File: src/rtl/updi_pkg.sv
`default_nettype none
// ---------------------------------------------------------------------------
// updi_pkg : shared UPDI instruction, state and constant definitions
// Revision 1.0
// ---------------------------------------------------------------------------
package updi_pkg;

    typedef enum logic [2:0] {
        INSTR_LDS    = 3'd0,
        INSTR_LD     = 3'd1,
        INSTR_STS    = 3'd2,
        INSTR_ST     = 3'd3,
        INSTR_LDCS   = 3'd4,
        INSTR_REPEAT = 3'd5,
        INSTR_STCS   = 3'd6,
        INSTR_KEY    = 3'd7
    } updi_instr_t;

    typedef enum logic [2:0] {
        S_IDLE     = 3'd0,
        S_SYNC     = 3'd1,
        S_OPCODE   = 3'd2,
        S_ADDR     = 3'd3,
        S_WAIT_ACK = 3'd4,
        S_DATA     = 3'd5
    } updi_state_t;

    typedef struct packed {
        updi_instr_t instr;
        logic [1:0]  size_a;
        logic [1:0]  size_b;
        logic [1:0]  ptr;
        logic [1:0]  size_c;
        logic [3:0]  cs_addr;
        logic        sib;
    } updi_cmd_t;

    localparam logic [7:0] UPDI_SYNC = 8'h55;
    localparam logic [7:0] UPDI_ACK  = 8'h40;

    localparam logic [1:0] SIZE_BYTE = 2'd0;
    localparam logic [1:0] SIZE_WORD = 2'd1;
    localparam logic [1:0] SIZE_RSVD = 2'd3;

endpackage
`default_nettype wire

File: src/rtl/updi_opcode_encode.sv
`default_nettype none
// ---------------------------------------------------------------------------
// updi_opcode_encode : builds the 8-bit UPDI opcode from instruction fields
// Revision 1.0
// ---------------------------------------------------------------------------
module updi_opcode_encode
    import updi_pkg::*;
(
    input  updi_instr_t i_instr,
    input  logic [1:0]  i_size_a,
    input  logic [1:0]  i_size_b,
    input  logic [1:0]  i_ptr,
    input  logic [1:0]  i_size_c,
    input  logic [3:0]  i_cs_addr,
    input  logic        i_sib,
    output logic [7:0]  o_opcode
);

    always_comb begin
        o_opcode = {i_instr, 5'b00000};
        case (i_instr)
            INSTR_LDS, INSTR_STS:   o_opcode[4:0] = {1'b0, i_size_a, i_size_b};
            INSTR_LD, INSTR_ST:     o_opcode[4:0] = {1'b0, i_ptr, i_size_a};
            INSTR_LDCS, INSTR_STCS: o_opcode[4:0] = {1'b0, i_cs_addr};
            INSTR_REPEAT:           o_opcode[4:0] = {3'b000, i_size_b};
            INSTR_KEY:              o_opcode[4:0] = {2'b00, i_sib, i_size_c};
            default:                o_opcode[4:0] = 5'b00000;
        endcase
    end

endmodule
`default_nettype wire

File: src/rtl/updi_frame_builder.sv
`default_nettype none
// ---------------------------------------------------------------------------
// updi_frame_builder : serialises one UPDI command into SYNC/opcode/operands
// Revision 1.0
// ---------------------------------------------------------------------------
module updi_frame_builder
    import updi_pkg::*;
#(
    parameter int MAX_ADDR_BYTES = 3,
    parameter int KEY_BYTES_MAX  = 16
)
(
    input  logic                        clk,
    input  logic                        rst_n,
    input  logic                        cmd_valid,
    output logic                        cmd_ready,
    input  updi_instr_t                 cmd_instr,
    input  logic [1:0]                  cmd_size_a,
    input  logic [1:0]                  cmd_size_b,
    input  logic [1:0]                  cmd_ptr,
    input  logic [1:0]                  cmd_size_c,
    input  logic [3:0]                  cmd_cs_addr,
    input  logic                        cmd_sib,
    input  logic [8*MAX_ADDR_BYTES-1:0] cmd_addr,
    input  logic [15:0]                 cmd_data,
    input  logic [8*KEY_BYTES_MAX-1:0]  cmd_key,
    output logic [7:0]                  tx_data,
    output logic                        tx_valid,
    input  logic                        tx_ready,
    input  logic                        ack_valid,
    input  logic                        ack_ok,
    output logic                        busy,
    output logic                        cmd_err,
    output logic                        ack_err
);

    localparam int SH_BYTES = (KEY_BYTES_MAX > MAX_ADDR_BYTES) ? KEY_BYTES_MAX : MAX_ADDR_BYTES;
    localparam int SH_W     = 8 * SH_BYTES;
    localparam int CNT_W    = $clog2(SH_BYTES) + 1;

    updi_state_t                 state_q, state_d;
    updi_cmd_t                   cmd_q, cmd_d;
    logic [8*MAX_ADDR_BYTES-1:0] addr_q, addr_d;
    logic [15:0]                 data_q, data_d;
    logic [8*KEY_BYTES_MAX-1:0]  key_q, key_d;
    logic [SH_W-1:0]             sh_q, sh_d;
    logic [CNT_W-1:0]            cnt_q, cnt_d;
    logic                        cmd_err_q, cmd_err_d;
    logic                        ack_err_q, ack_err_d;
    logic                        ready_en_q;

    logic [7:0]       w_opcode;
    logic             w_fire;
    logic             w_cmd_bad;
    logic [CNT_W-1:0] w_data_m1;
    logic [SH_W-1:0]  w_payload;

    updi_opcode_encode u_opcode_encode (
        .i_instr   (cmd_q.instr),
        .i_size_a  (cmd_q.size_a),
        .i_size_b  (cmd_q.size_b),
        .i_ptr     (cmd_q.ptr),
        .i_size_c  (cmd_q.size_c),
        .i_cs_addr (cmd_q.cs_addr),
        .i_sib     (cmd_q.sib),
        .o_opcode  (w_opcode)
    );

    // Reserved encodings are judged on the live inputs so the frame never starts.
    always_comb begin
        w_cmd_bad = 1'b0;
        case (cmd_instr)
            INSTR_LDS, INSTR_STS: w_cmd_bad = (cmd_size_a == SIZE_RSVD)
                                           || (int'(cmd_size_a) >= MAX_ADDR_BYTES)
                                           || (cmd_size_b > SIZE_WORD);
            INSTR_LD, INSTR_ST:   w_cmd_bad = (cmd_size_a > SIZE_WORD);
            INSTR_REPEAT:         w_cmd_bad = (cmd_size_b != SIZE_BYTE);
            INSTR_KEY:            w_cmd_bad = (cmd_size_c == SIZE_RSVD)
                                           || (int'(32'd8 << cmd_size_c) > KEY_BYTES_MAX);
            default:              w_cmd_bad = 1'b0;
        endcase
    end

    always_comb begin
        w_data_m1 = '0;
        w_payload = SH_W'(data_q);
        case (cmd_q.instr)
            INSTR_STS: w_data_m1 = CNT_W'(cmd_q.size_b);
            INSTR_ST:  w_data_m1 = CNT_W'(cmd_q.size_a);
            INSTR_KEY: begin
                w_data_m1 = CNT_W'((32'd8 << cmd_q.size_c) - 32'd1);
                w_payload = SH_W'(key_q);
            end
            default:   w_data_m1 = '0;
        endcase
    end

    always_comb begin
        tx_valid = 1'b0;
        tx_data  = 8'h00;
        case (state_q)
            S_SYNC:         begin tx_valid = 1'b1; tx_data = UPDI_SYNC; end
            S_OPCODE:       begin tx_valid = 1'b1; tx_data = w_opcode;  end
            S_ADDR, S_DATA: begin tx_valid = 1'b1; tx_data = sh_q[7:0]; end
            default:        begin tx_valid = 1'b0; tx_data = 8'h00;     end
        endcase
    end

    assign w_fire    = tx_valid & tx_ready;
    assign cmd_ready = ready_en_q & (state_q == S_IDLE);
    assign busy      = (state_q != S_IDLE);
    assign cmd_err   = cmd_err_q;
    assign ack_err   = ack_err_q;

    always_comb begin
        state_d   = state_q;
        cmd_d     = cmd_q;
        addr_d    = addr_q;
        data_d    = data_q;
        key_d     = key_q;
        sh_d      = sh_q;
        cnt_d     = cnt_q;
        cmd_err_d = 1'b0;
        ack_err_d = 1'b0;
        case (state_q)
            S_IDLE: begin
                if (cmd_valid && cmd_ready) begin
                    cmd_d  = '{instr: cmd_instr, size_a: cmd_size_a, size_b: cmd_size_b,
                              ptr: cmd_ptr, size_c: cmd_size_c, cs_addr: cmd_cs_addr,
                              sib: cmd_sib};
                    addr_d = cmd_addr;
                    data_d = cmd_data;
                    key_d  = cmd_key;
                    if (w_cmd_bad) cmd_err_d = 1'b1;
                    else           state_d   = S_SYNC;
                end
            end
            S_SYNC: begin
                if (w_fire) state_d = S_OPCODE;
            end
            S_OPCODE: begin
                if (w_fire) begin
                    case (cmd_q.instr)
                        INSTR_LDS, INSTR_STS: begin
                            state_d = S_ADDR;
                            cnt_d   = CNT_W'(cmd_q.size_a);
                            sh_d    = SH_W'(addr_q);
                        end
                        INSTR_LD, INSTR_LDCS: state_d = S_IDLE;
                        default: begin
                            state_d = S_DATA;
                            cnt_d   = w_data_m1;
                            sh_d    = w_payload;
                        end
                    endcase
                end
            end
            S_ADDR: begin
                if (w_fire) begin
                    if (cnt_q == '0) begin
                        state_d = (cmd_q.instr == INSTR_STS) ? S_WAIT_ACK : S_IDLE;
                    end else begin
                        cnt_d = cnt_q - CNT_W'(1);
                        sh_d  = sh_q >> 8;
                    end
                end
            end
            S_WAIT_ACK: begin
                if (ack_valid) begin
                    if (ack_ok) begin
                        state_d = S_DATA;
                        cnt_d   = w_data_m1;
                        sh_d    = w_payload;
                    end else begin
                        ack_err_d = 1'b1;
                        state_d   = S_IDLE;
                    end
                end
            end
            S_DATA: begin
                if (w_fire) begin
                    if (cnt_q == '0) begin
                        state_d = S_IDLE;
                    end else begin
                        cnt_d = cnt_q - CNT_W'(1);
                        sh_d  = sh_q >> 8;
                    end
                end
            end
            default: state_d = S_IDLE;
        endcase
    end

    // ready_en_q keeps cmd_ready low until the first edge after reset release.
    always_ff @(posedge clk or negedge rst_n) begin
        if (!rst_n) begin
            state_q    <= S_IDLE;
            cmd_q      <= '0;
            addr_q     <= '0;
            data_q     <= '0;
            key_q      <= '0;
            sh_q       <= '0;
            cnt_q      <= '0;
            cmd_err_q  <= 1'b0;
            ack_err_q  <= 1'b0;
            ready_en_q <= 1'b0;
        end else begin
            state_q    <= state_d;
            cmd_q      <= cmd_d;
            addr_q     <= addr_d;
            data_q     <= data_d;
            key_q      <= key_d;
            sh_q       <= sh_d;
            cnt_q      <= cnt_d;
            cmd_err_q  <= cmd_err_d;
            ack_err_q  <= ack_err_d;
            ready_en_q <= 1'b1;
        end
    end

endmodule
`default_nettype wire

File: config.mk
export PLATFORM = sky130hd
export DESIGN_NAME = updi_frame_builder
export DESIGN_NICKNAME = d
export VERILOG_FILES = /design/src/rtl/updi_pkg.sv /design/src/rtl/updi_opcode_encode.sv /design/src/rtl/updi_frame_builder.sv
export SDC_FILE = /design/constraint.sdc
export NUM_CORES = 1
export LEC_CHECK = 0
export BUFFER_PORTS_ARGS = -buffer_cell sky130_fd_sc_hd__buf_2
export CORE_AREA = 2 2 196 198
export CTS_BUF_LIST = sky130_fd_sc_hd__clkbuf_8
export DETAILED_ROUTE_END_ITERATION = 10
export DIE_AREA = 0 0 198 200
export HOLD_SLACK_MARGIN = 0.03
export PLACE_DENSITY_LB_ADDON = 0.2
export SYNTH_ARGS = -nofsm -noshare
export SYNTH_HDL_FRONTEND = slang
export SYNTH_SLANG_ARGS = --single-unit
File: constraint.sdc
create_clock -name clk -period 2.7 [get_ports clk]
set_input_delay 0.405 -clock clk [delete_from_list [all_inputs] [get_ports clk]]
set_output_delay 0.405 -clock clk [all_outputs]
set_load 0.005 [all_outputs]
# --- After elaboration in Yosys (flattened, before gate mapping) ---
# Cells that the tools add are included.
op_classes:
  n_addsub: 2
  n_mul: 0
  n_div: 0
  magnitude_cmp: 4
  n_eq_ne: 32
  shift: 2
  n_mux: 39
  bitwise_logic: 2
  reduce_logical: 22
op_table:
  columns: ["cell", "count"]
  rows:
  - ["$mux 128", 6]
  - ["$pmux 128 s3", 1]
  - ["$pmux 128 s2", 1]
  - ["$mux 3", 11]
  - ["$gt 32x6->1 const B", 1]
  - ["$shl 4x2->32 const A", 1]
  - ["$pmux 5 s3", 2]
  - ["$mux 5", 5]
  - ["$pmux 5 s5", 1]
  - ["$eq 3x3->1 const B", 8]
  - ["$pmux 8 s3", 1]
  - ["$ne 2x2->1 const B", 11]
  - ["$eq 3x2->1 const B", 6]
  - ["$pmux 3 s6", 1]
  - ["$reduce_or 2->1", 7]
  - ["$pmux 5 s2", 1]
  - ["$sub 5x1->5 const B", 2]
  - ["$eq 3x1->1 const B", 3]
  - ["$logic_not 3->1", 3]
  - ["$reduce_and 9->1", 1]
  - ["$mux 1", 7]
  - ["$reduce_and 7->1", 1]
  - ["$pmux 3 s2", 1]
  - ["$reduce_bool 3->1", 2]
  - ["other kinds (13)", 19]
totals:
  reg_bits: 323
  latch_bits: 0
  mem_bits_rw: 0
  romBits: 0
  input_bits: 190
  output_inout_bits: 13
  elab_cells: 119
  memories: 0

# --- Depth between registers and ports, before layout ---
depth:
  ltp_word: 7
  depth_mapped: 9
  mapped_depth_nobuf: 7

# --- Cells and area by module ---
# Synthesis repeated with hierarchy kept, for this count alone.
unflattened:
  hier_cells: 1633
  hier_area_um2: 15429.8
by_module_without_submodules:
  columns: ["module", "n_inst", "cells_each", "area_per_inst_um2", "seq_area_each_um2"]
  rows:
  - ["updi_frame_builder", 1, 1609, 15255.9, 8082.8]
  - ["updi_opcode_encode", 1, 24, 173.9, 0.0]

# --- Worst setup path after synthesis ---
# OpenSTA, ideal clock, no wires.
synth_timing:
  path_type: "register -> register"
  from: "register cnt_q[0]"
  to: "register sh_q[123]"
  setup_ps: 129
  arrival_time_ps: 1771
  required_time_ps: 2571
  path_slack_ps: 801
  path_stages_with_launch: 10
  n_path_buf: 2
  synth_period_minus_slack_ps: 1899
  path_cell_list: "dfrtp_1 -> inv_1 -> ha_1 -> or3b_1 -> o21ai_0 -> o32ai_2 -> buf_4 -> buf_2 -> nand3_1 -> o21ai_1"
synth_between:
  elab_chain_len: 3
synth_rtl:
  columns: ["item", "line_no", "rtl"]
  rows:
  - ["start: declaration", "updi_frame_builder.sv:47", "logic [CNT_W-1:0] cnt_q, cnt_d;"]
  - ["start signal: assignment", "updi_frame_builder.sv:214", "cnt_q <= cnt_d;"]
  - ["$logic_not 5->1", "updi_frame_builder.sv:160, updi_frame_builder.sv:182", null]
  - ["$ne 2x2->1 (no line)", null, null]
  - ["$reduce_and 7->1 (no line)", null, null]
  - ["end signal: assignment", "updi_frame_builder.sv:202", "sh_q <= '0;"]
  - ["end signal: assignment", "updi_frame_builder.sv:213", "sh_q <= sh_d;"]
  - ["end: declaration", "updi_frame_builder.sv:46", "logic [SH_W-1:0] sh_q, sh_d;"]
# Every way passes these cells.
# A chain may end at the register's enable or synchronous reset.

# --- Worst setup path after layout ---
layout_timing:
  from: "register state_q[0]"
  to: "output port tx_data[6]"
layout_between:
  elab_chain_len: 3
  elab_cells_between_ends: 6
  classes_between: "4 x eq/ne; 1 x mux; 1 x reduce/logical"
layout_rtl:
  columns: ["item", "line_no", "rtl"]
  rows:
  - ["start: declaration", "updi_frame_builder.sv:41", "updi_state_t state_q, state_d;"]
  - ["start signal: assignment", "updi_frame_builder.sv:208", "state_q <= state_d;"]
  - ["$eq 3x3->1 or $eq 3x2->1 (tied branches)", "updi_frame_builder.sv:101", "case (state_q)"]
  - ["$reduce_or 2->1 (no line)", null, null]
  - ["$pmux 8 s3 (*)", "updi_frame_builder.sv:101", null]
  - ["end: declaration", "updi_frame_builder.sv:27", "output logic [7:0] tx_data,"]
# Mark *: on every way between the ends. The rest lies on a longest branch, timed or not.

==> flow_summary_export.csv <==
group,metric,value,unit
status,status,"finished clean",
worst_setup_path,rr_worst_depth,9,
cts,cts-buffers-inserted,57,
worst_setup_path,crit_path_max_incr_delay,0.50,ns
finish,design_area,0.01893,sq mm
floorplanning,start_util,0.3784,
worst_setup_path,path_class,"flop to primary output",
placed_design,io_buffers,202,
timing,fin_crit,2.517,ns
power,p_comb_frac,0.331,
worst_hold_path,min_path_type,"input pin to flop",
finish,multi_input_area,0.005620,sq mm
worst_setup_path,path_cells,"inv_1 -> buf_4 -> nand2_1 -> o21ai_0 -> buf_2",
finish,layout_commonest_cell,"dfrtp_1",
timing,hold_violations,0,
finish,seqCellArea,0.008087,sq mm
timing,finClkSkew,0.03025,ns
finish,stdcell_count,2218,
grt,grt_pass1_wl,61840,microns
worst_setup_path,reg2reg_from,"cnt_q[0]",
timing,rsz0062_at_grt,"no",
finish,fill_cells,3358,
route,avgViaCountPerCell,5.048,
grt,grt-ovfl-total,0,
synthesis,ys_seq_elements,323,
synthesis,synth_edf_count,0,
route,drcViolationCount,0,
timing,final_max_slew_viol_count,0,
job,maxCapViolations,0,
worst_setup_path,arrival,2.11,ns
power,seqPwrFrac,0.436,
cts,path_clk_slew,0.06,ns
route,first_pass_iters,5,
grt,antenna_found_initial,2,
grt,grt_start_max_net_pins,88,
synthesis,synthesis.nets,1468,
route,wl_per_cell,17.28,microns
placed_design,dpl_cell_area,0.01584,sq mm
timing,fmax,397.2,MHz
timing,max_slew.worst_pin.slew,0.7656,ns
route,routed_wl,38320,microns
worst_setup_path,cp-startpoint,"state_q[0]",
synthesis,synth_area_leader_cell,"dfrtp_1",
timing,holdWs,0.1210,ns
synthesis,ys_seq_area_frac,0.5711,
route,ant_nets,0,
worst_setup_path,crit_path_max_fanout,11,
finish,areaGrowthSynthToFinish,33.73,%
synthesis,yosysWarnings,0,
cts,clk_path_buf_depth,3,
cts,cts_sinks,323,
timing,finalSetupViolations,0,
worst_hold_path,min_from,"tx_ready",
synthesis,syn_area,0.01415,sq mm
synthesis,async_reset_ff_frac,1.000,
floorplanning,dieArea,0.03960,sq mm
worst_setup_path,crit_cells,5,
timing,relSlewSlack,0.4896,
power,p_sw_frac,0.3419,
synthesis,synth_ff_type,"dfrtp_1",
power,netSwitchingPower,7.002,mW
worst_setup_path,start_kind,"flop",
worst_hold_path,whs_path_depth,3,
cts,clock_latency,0.64,ns
synthesis,synth_top_cell_area_share,0.5711,
placed_design,gp_congestion,0.8297,
power,leakagePower,8.129,nW
worst_setup_path,cpLargestDelayFamily,"buffers and inverters",
route,first_iter_violations,707,
power,clockPowerShare,0.233,
floorplanning,chipHeight,200,microns
synthesis,synth_cells,1276,
finish,nets,1854,
cts,post_cts.repair.setup_buffers,0,
floorplanning,die_x,198,microns
worst_setup_path,critPathCaptureType,"primary output",
worst_setup_path,crit_buf_inv,3,
floorplanning,row_count,71,
synthesis,avgSynthCellArea,11.09,sq um
placed_design,dp_hpwl,24410,microns
synthesis,synth.distinct_cells,53,
worst_setup_path,worstPathRequired,2.30,ns
power,powerDensity,1082,mW/mm^2
cts,htree_levels,2,
timing,setup_tns,0,ns
finish,final_cell_mix,"dfrtp_1, buf_2, mux2_2",
worst_setup_path,critPathSlowestCell,"dfrtp_2",
route,num_vias,11200,
finish,drive_above_1_share,0.3155,
cts,cts_tree,"done",
grt,track_usage,0.1968,
placed_design,dp_cells,1929,
cts,cts-root-buf,"clkbuf_8",
floorplanning,core,0.03740,sq mm
power,ir_drop,494.2,uV
power,p_int,13.48,mW
grt,grt_pass1_vias,11570,
timing,fin_crit_sh,0.9324,
synthesis,netlist_top_cells_area,"dfrtp_1, mux2_2, a31oi_1, nand3_1, nor2_1",
floorplanning,boundaryPins,203,
power by group through the flow:
stage / sequential [mW] / clock [mW] / combinational [mW]
after floorplan: 8.30 / 0 / 5.06
after global placement: 8.90 / 0 / 6.47
after detailed placement: 8.97 / 0 / 6.64
after CTS: 8.92 / 4.91 / 6.86
after global routing: 9.23 / 5.13 / 7.64
final: 8.93 / 4.77 / 6.79
cell type report:
type | count | share of cell area
timing repair buffer | 428 | 0.1742
tap | 511 | 0.03378
antenna | 2 | 0.0002644
inverter | 16 | 0.003371
clock inverter | 28 | 0.01038
multi-input combinational | 836 | 0.2970
clock buffer | 74 | 0.05381
sequential | 323 | 0.4272
worst register-to-register path, delay by kind of cell, from the launching register on:
family	cells	cell delay, ns
adder cells (fa/ha/maj)	1	0.15
flip-flops	1	0.39
buffers and inverters	3	0.56
AO/OA/AOI/OAI	3	0.52
AND/OR/NAND/NOR	2	0.61
final timing paths:
path / end / slack, ns
min in group asynchronous: cmd_q[7] / 0.34
worst max register to register: sh_q[48] / 0.31
worst min register to register: data_q[4] / 0.50
worst min-delay path: state_q[1] / 0.12
max in group asynchronous: key_q[50] / 1.48
worst max-delay path: tx_data[6] / 0.18
cell families (layout without fill, tap and decap cells):
family,after synthesis,count (layout),synth area share
other cells,1,3,0.0002650
mux,209,209,0.1657
xor+xnor,1,1,0.0006189
buf+inv,117,546,0.03545
compound gates,223,223,0.1018
flops,323,323,0.5711
simple gates,397,397,0.1212
fa+ha+maj,5,5,0.003889
state kept, by name (all words and copies together), names as in the netlist:
| signal | cells |
|---|---|
| cnt_q | 5 |
| key_q | 128 |
| cmd_q | 16 |
| sh_q | 128 |
| cmd_err | 1 |
| addr_q | 24 |
| ready_en_q | 1 |
| state_q | 3 |
| ack_err | 1 |
| data_q | 16 |
routing by layer:
| metal | wire (microns) | share of wire | track usage | vias to the layer above |
|---|---|---|---|---|
| met4 | 697 | 0.018 | 0.06210 | 0 |
| met5 | 0 | 0 | 0 | - |
| met1 | 17550 | 0.46 | 0.2616 | 5537 |
| met3 | 1595 | 0.042 | 0.03310 | 52 |
| li1 | - | - | - | 5345 |
| met2 | 18490 | 0.48 | 0.3305 | 262 |
synthesized netlist by cell type (all sizes together), types with 5 or more instances:
| cell type | count |
|---|---|
| dfrtp | 323 |
| mux2 | 202 |
| nor2 | 140 |
| nand2 | 115 |
| nand3 | 112 |
| a31oi | 98 |
| buf | 53 |
| clkbuf | 48 |
| a21oi | 42 |
| o21ai | 32 |
| a222oi | 16 |
| inv | 15 |
| a22oi | 9 |
| a221oi | 8 |
| mux2i | 7 |
| nor3 | 6 |
| nand2b | 5 |
| nor2b | 5 |
what timing repair did:
| action | CTS | global route |
|---|---|---|
| endpoints found under the setup margin | 6 | 4 |
| cloned | 0 | 0 |
| pin swaps | 0 | 0 |
| hold buffers | 185 | 0 |
| gates resized for setup | 4 | 4 |
| endpoints found under the hold margin | 242 | 0 |
stage by stage:
step / total power, mW / utilization / worst slack [ns]
2_1_floorplan: 13.36 / - / 0.8006
3_3_place_gp: 15.36 / 0.4234 / 0.3950
3_5_place_dp: 15.60 / 0.4234 / 0.2839
4_1_cts: 20.69 / 0.5057 / 0.02630
5_1_grt: 21.99 / 0.5061 / 0.007929
6_report: 20.48 / 0.5061 / 0.1826
(Power assumes the default switching activity.)
